[src/rtl/mem_pkg.sv]
// Shared types and defaults for the load/store sequencer.
package mem_pkg;

   localparam int ADDR_W_DEF = 8;
   localparam int DW_DEF     = 8;

   typedef enum logic [1:0] {
      OP_LB = 2'b00,
      OP_SB = 2'b01,
      OP_LH = 2'b10,
      OP_SH = 2'b11
   } op_e;

   typedef enum logic [1:0] {
      IDLE = 2'b00,
      ACC0 = 2'b01,
      ACC1 = 2'b10,
      RESP = 2'b11
   } state_e;

   // Bit 0 of the opcode selects store, bit 1 selects a two-byte access.
   function automatic logic op_is_store(input op_e op);
      return op[0];
   endfunction

   function automatic logic op_is_pair(input op_e op);
      return op[1];
   endfunction

endpackage

[src/rtl/mem_access_ctrl.sv]
// Load/store sequencer in front of a byte-wide memory with combinational read
// and clocked write. A 16-bit access is split into two byte accesses.
//
// state | meaning
// ------+--------------------------------------------------------------
// IDLE  | ready for a request; memory port idle
// ACC0  | access to the latched address (low byte)
// ACC1  | access to latched address + 1, wrapping (pair ops only)
// RESP  | one-cycle completion pulse carrying the assembled load data
module mem_access_ctrl
   import mem_pkg::*;
#(
   parameter int ADDR_W = ADDR_W_DEF,
   parameter int DW     = DW_DEF
) (
   input  logic              clk,
   input  logic              rst_n,
   input  logic              req_valid,
   output logic              req_ready,
   input  logic [1:0]        req_op,
   input  logic [ADDR_W-1:0] req_addr,
   input  logic [2*DW-1:0]   req_wdata,
   output logic              rsp_valid,
   output logic [2*DW-1:0]   rsp_rdata,
   output logic [ADDR_W-1:0] mem_addr,
   output logic              mem_wr_en,
   output logic              mem_rd_en,
   output logic [DW-1:0]     mem_dat_in,
   input  logic [DW-1:0]     mem_dat_out
);

   state_e              state_q, state_d;
   op_e                 op_q, op_d;
   logic [ADDR_W-1:0]   addr_q, addr_d;
   logic [2*DW-1:0]     wdata_q, wdata_d;
   logic [2*DW-1:0]     rdata_q, rdata_d;
   logic [ADDR_W-1:0]   addr_inc;

   // Second byte address; the natural width truncation gives the wrap to 0.
   assign addr_inc  = addr_q + ADDR_W'(1);
   assign rsp_rdata = rdata_q;

   // State and latched request registers; reset drops the memory strobes at once.
   always_ff @(posedge clk or negedge rst_n) begin
      if (!rst_n) begin
         state_q <= IDLE;
         op_q    <= OP_LB;
         addr_q  <= '0;
         wdata_q <= '0;
         rdata_q <= '0;
      end else begin
         state_q <= state_d;
         op_q    <= op_d;
         addr_q  <= addr_d;
         wdata_q <= wdata_d;
         rdata_q <= rdata_d;
      end
   end

   // Next-state and output decode; memory outputs depend only on registered state.
   always_comb begin
      state_d    = state_q;
      op_d       = op_q;
      addr_d     = addr_q;
      wdata_d    = wdata_q;
      rdata_d    = rdata_q;
      req_ready  = 1'b0;
      rsp_valid  = 1'b0;
      mem_addr   = '0;
      mem_wr_en  = 1'b0;
      mem_rd_en  = 1'b0;
      mem_dat_in = '0;

      case (state_q)
         IDLE: begin
            req_ready = 1'b1;
            if (req_valid) begin
               op_d    = op_e'(req_op);
               addr_d  = req_addr;
               wdata_d = req_wdata;
               if (op_is_store(op_e'(req_op))) begin
                  rdata_d = '0;
               end
               state_d = ACC0;
            end
         end
         ACC0: begin
            mem_addr = addr_q;
            if (op_is_store(op_q)) begin
               mem_wr_en  = 1'b1;
               mem_dat_in = wdata_q[DW-1:0];
            end else begin
               mem_rd_en = 1'b1;
               // Clearing the high half here makes LB zero-extended; LH fills it in ACC1.
               rdata_d   = {{DW{1'b0}}, mem_dat_out};
            end
            state_d = op_is_pair(op_q) ? ACC1 : RESP;
         end
         ACC1: begin
            mem_addr = addr_inc;
            if (op_is_store(op_q)) begin
               mem_wr_en  = 1'b1;
               mem_dat_in = wdata_q[2*DW-1:DW];
            end else begin
               mem_rd_en            = 1'b1;
               rdata_d[2*DW-1:DW]   = mem_dat_out;
            end
            state_d = RESP;
         end
         RESP: begin
            rsp_valid = 1'b1;
            state_d   = IDLE;
         end
         default: begin
            state_d = IDLE;
         end
      endcase
   end

endmodule

[config.mk]
export PLATFORM = sky130hd
export DESIGN_NAME = mem_access_ctrl
export DESIGN_NICKNAME = d
export VERILOG_FILES = /design/src/rtl/mem_pkg.sv /design/src/rtl/mem_access_ctrl.sv
export SDC_FILE = /design/constraint.sdc
export NUM_CORES = 1
export LEC_CHECK = 0
export CORE_MARGIN = 3
export CORE_UTILIZATION = 62
export CTS_CLUSTER_SIZE = 10
export DETAILED_ROUTE_END_ITERATION = 10
export DONT_BUFFER_PORTS = 1
export HOLD_SLACK_MARGIN = 0.06
export PLACE_DENSITY_LB_ADDON = 0.25
export SYNTH_ARGS = -nofsm -noshare
export SYNTH_HDL_FRONTEND = slang
export SYNTH_SLANG_ARGS = --single-unit
[constraint.sdc]
create_clock -name clk -period 1.9 [get_ports clk]
set_clock_uncertainty 0.2 [all_clocks]
set_input_delay 0.285 -clock clk [delete_from_list [all_inputs] [get_ports clk]]
set_output_delay 0.285 -clock clk [all_outputs]
set_load 0.02 [all_outputs]
==> results.md, run 1 <==
- Status: stopped before the end
- Failed at: global routing (5_1_grt)
- Log Error: [ERROR DPL-0033] detailed placement checks failed during check placement.
- Chip height: 65.5 µm
- Post-synth EDFFs: 0
- Io pins: 73
- Post-synthesis mux area share: roughly 17%
- XOR/XNOR Fraction of Synth Area: 0.399%
- Mean Syn Cell Area: about 13 µm²
- Sequential-to-total area share from yosys stat: between 50 and 60%
- Main combinational cell family by area after synthesis: multiplexers
- CTS Sinks: between 40 and 50
- Post-Synth Simple-Gate Area: 10.3%
- FFs w/ async S/R, synth: 100%
- Largest net degree at the start of global routing: 45
- Initial antenna violation count: 0
- Adder-Cell Fraction of Synth Area: around 2.8%
- Mapped Area: between 2000 and 2500 µm²
- H-tree depth: 2
- # port buffers: 0
- Worst endpoint, post-GRT repair: mem_addr[3]
- Worst endpoint type: top-level output
- Ys flop type: dfrtp_1
- Yosys reg bits: 44
- Yosys warns: 0
- Starting Density: between 60% and 70%
- Netlist cell types: 37
- GP Congestion: about 0.87
- Share of Yosys cell area claimed by the top area cell type: 50.1%
- Post-synth top area cell: dfrtp_1
- DP Wirelength: approximately 3.7 mm
- CTS Root Cell: clkbuf_4
- Total CTS buffers: 5
- Max clock buf depth: 2
- Die width: approximately 66 µm
- Syn_nets: about 210
- Mapped Cells: about 170
- Rows: 20
- Synth Area in Compound Gates: between 10% and 20%
- Synth area leaders: dfrtp_1 (50%), mux2_4 (14%), a22o_1 (6.4%), a22oi_1 (3.4%), mux2_2 (3.1%)
## cells by family after synthesis
group	count (synthesis)
simple gates	38
buf+inv	13
compound gates	45
xor+xnor	1
mux	26
fa+ha+maj	5
flops	44
## what timing repair did
item / 4_1_cts
pin swaps: 10
hold endpoints to repair: 87
gates cloned: 0
gates resized for setup: 25
buffers inserted: 2
setup endpoints to repair: 26
hold buffers: 37
## cell usage after synthesis, drive strengths merged, types with 2 or more instances
cell    number
ha           5
a22oi       10
nand4        2
nor4         2
nand3        3
a31oi        2
inv          6
or3          2
buf          7
o21ai        6
a22o        16
a21oi        3
o211ai       2
mux2        26
nor2        11
dfrtp       44
nor2b        2
nand2       11
## through the flow
step / setup slack, ns / instance area (µm²) / utilization (%) / hold slack, ns / instances
after CTS: -0.344 / 3020 / 94.2 / 0.191 / 284
after floorplan: -0.0362 / 2230 / - / -0.211 / 172
after detailed placement: -0.0420 / 2440 / 76.3 / -0.209 / 237
after global placement: 0.0263 / 2440 / 76.3 / -0.210 / 237
==> run 2: changes to the inputs <==
- CORE_UTILIZATION: 62 -> 40
- CTS_CLUSTER_SIZE: 10 -> default
- HOLD_SLACK_MARGIN: 0.06 -> default
- PLACE_DENSITY_LB_ADDON: 0.25 -> 0.15
==> run 2 against run 1 <==
The flow now finishes, with violations (setup timing). Synthesized cell count stayed put. Area after synthesis unchanged.
==> results.md, run 2 <==
- Chip height: 80.1 µm (+22%)
- Io pins: 73 (unchanged)
- Antenna diode count: 0
- Largest net degree at the start of global routing: 45
- Reg clk slew, reported paths: around 0.08 ns
- CP endpoint kind: primary output
- Dpl ws: -0.0440 ns (-0.00195 ns)
- Most used cell along the critical path: inv_2
- Area of the core: 5200 µm²
- Post-synthesis mux area share: 16.8% (unchanged)
- CTS Sinks: 44 (unchanged)
- Synth Area in Compound Gates: 16.0% (unchanged)
- H-tree depth: 2 (unchanged)
- Post-synth EDFFs: 0 (unchanged)
- Syn-to-layout area delta: 49.1%
- Main combinational cell family by area after synthesis: multiplexers
- Endpoints failing hold: 0
- Cell Chain, Critical Path: inv_2, ha_4, inv_2, or3_1, o22ai_4
- DP Wirelength: 3.87 mm (+3.9%)
- Crit path max fanout: 3
- Initial DRC count: slightly below 80
- Mean Syn Cell Area: 12.8 µm² (unchanged)
- XOR/XNOR Fraction of Synth Area: 0.399% (unchanged)
- Max-cap violations: 0
- WL final: between 5 and 6 mm
- Endpoint, Worst Hold: state_q[1]
- WL/cell: approximately 18 µm
- Tot GR Track Use: about a fifth
- Die width: 80.1 µm (+22%)
- Final Max Slew Viols: 0
- Starting Density: 42.2% (-26 points)
- Netlist cell types: 37 (unchanged)
- Nets: 292
- Initial antenna violation count: 0
- CP max stage cell: or3_1
- Final Setup Violations: 17
- Vias in the first global route: approximately 1,900
- Synth area leaders: dfrtp_1 (50%), mux2_4 (14%), a22o_1 (6.4%), a22oi_1 (3.4%), mux2_2 (3.1%)
- Fin crit period: approximately 2.2 ns
- First-pass GRT wire length: about 9.6 mm
- Mapped Area: 2200 µm² (unchanged)
- Commonest non-fill, non-tap cell in the layout: dfrtp_1
- Worst Setup Slack, final: -0.299 ns
- Skew-Pair Late Insertion Delay: just under 0.3 ns
- Worst Hold Depth: 2
- Slew at the pin closest to its max-slew limit: around 0.42 ns
- Unrepaired setup endpoints after global routing: yes
- Most frequent cells in the layout: dfrtp_1 (44), dlygate4sd3_1 (35), buf_4 (34), mux2_4 (20), a22o_1 (16)
- DRC Markers: 0
- Reg2reg start: state_q[1]
- FF-to-FF End: rsp_rdata[14]
- Crit path DAT: around 1.7 ns
- Crit Path Category: flop to primary output
- Hold/Removal Path Class: primary input to flop
- Sequential-to-total area share from yosys stat: 50.1% (unchanged)
- GP Congestion: 0.773 (-11%)
- Top cells by instance count after synthesis: dfrtp_1 (44), mux2_4 (20), a22o_1 (16), nor2_1 (11)
- Worst VDD drop: ~800 µV
- Violated checks: setup timing
- Yosys warns: 0 (unchanged)
- Via density: between 5 and 6
- Most frequent cell after synthesis: dfrtp_1
- Pwr dens: about 1900 nW/µm²
- Relative slew slack: 72.2%
- Syn_nets: 214 (unchanged)
- Status: finished, violations left
- Final cell utilization of the core: a little over three fifths
- Achievable clock frequency: roughly 0.45 GHz
- DRT Pass-1 Iters: 4
- # port buffers: 0 (unchanged)
- Final worst-path cycle share: 116%
- Setup slack, reg-to-reg: 0.04 ns
- Vias: ~1,700
- Max clock buf depth: 2 (unchanged)
- Total CTS buffers: 5 (unchanged)
- Min-Delay Startpoint: req_valid
- DP Area: 2540 µm² (+4.0%)
- R2R depth: 8
- Die area: 6410 µm²
- FFs w/ async S/R, synth: 100% (unchanged)
- Congestion Overflow GR: 0
- Rows: 26 (+30%)
- CP max stage delay: 0.42 ns
- CTS Root Cell: clkbuf_8
- CP Launch Type: flop
- Yosys reg bits: 44 (unchanged)
- Share of Yosys cell area claimed by the top area cell type: 50.1% (unchanged)
- Mapped Cells: 172 (unchanged)
- Share of layout cells above drive strength 1: 44.6%
- Antenna-violating nets left: 0
- Ys flop type: dfrtp_1
- Req. time, crit path: between 1 and 1.5 ns
- Design area: between 3000 and 4000 µm²
- CTS tree: done
- Post-synth top area cell: dfrtp_1
- Adder-Cell Fraction of Synth Area: 2.85% (unchanged)
- LEAKAGE: around 1.5 nW
- Post-Synth Simple-Gate Area: 10.3% (unchanged)
run 2: cell counts after synthesis:
No cell type changed its count.
run 2: kinds of logic (layout without fill, tap and decap cells):
logic type | count (synthesis) | count (layout)
multiplexers | 26 | 26
adder cells (fa/ha/maj) | 5 | 5
buffers and inverters | 13 | 92
flip-flops | 44 | 44
XOR/XNOR | 1 | 1
AND/OR/NAND/NOR | 38 | 38
AO/OA/AOI/OAI | 45 | 45
run 2: how the worst max path moves through the flow:
stage	start	end	cells after the start
CTS	state_q[1]	mem_addr[6]	5
floorplan	state_q[0]	mem_addr[3]	5
detailed placement	state_q[1]	mem_addr[7]	5
finish	state_q[1]	mem_addr[3]	5
global route	state_q[1]	mem_addr[3]	5
global placement	state_q[1]	mem_addr[7]	5
run 2: timing repair:
action                                 CTS  global route
hold buffers                            36             0
setup buffers                            5             1
cloned                                   1             0
endpoints found under the hold margin   86             0
gates resized for setup                 31            17
pin swaps                                5             6
setup endpoints to repair               26            33
run 2: per-layer routing:
metal | part of all wire (%) | global-route usage (%) | vias to the layer above
met5 | 0 | 0 | -
met4 | 1.3 | 5.41 | 0
met3 | 5.2 | 4.15 | 9
li1 | - | - | 792
met2 | 52 | 32.5 | 51
met1 | 42 | 24.5 | 858
run 2: area by class of cell:
class,instances,area [µm²]
Sequential cell,44,1100
Fill cell,384,1930
Tap cell,70,87.6
Clock inverter,1,7.51
Multi-Input combinational cell,115,1230
Clock buffer,7,86.3
Timing Repair Buffer,78,732
Inverter,6,30.0
run 2: worst max-delay path: cells and delay by family, from the launching register on:
kind	cells	cell delay, ns
and+or+nand+nor	1	0.42
DFF	1	0.40
adders and majority gates	1	0.28
AOI/OAI and AO/OA	1	0.20
buffers and inverters	2	0.12
run 2: power breakdown:
part	internal (mW)	leakage [nW]	switching (mW)
combinational	1.84	0.881	1.76
sequential	1.40	0.547	0.635
clock	0.296	0.0445	0.309
run 2: per-stage QoR:
step | setup TNS, ns | hold slack [ns] | power, mW | cells
floorplan | -0.0431 | -0.211 | 3.88 | 172
global placement | 0 | -0.209 | 4.74 | 270
detailed placement | -0.113 | -0.209 | 4.84 | 270
CTS | -2.95 | 0.0337 | 5.98 | 320
global route | -4.40 | 0.112 | 6.64 | 321
finish | -3.09 | 0.0865 | 6.24 | 321
(Power assumes the default switching activity.)
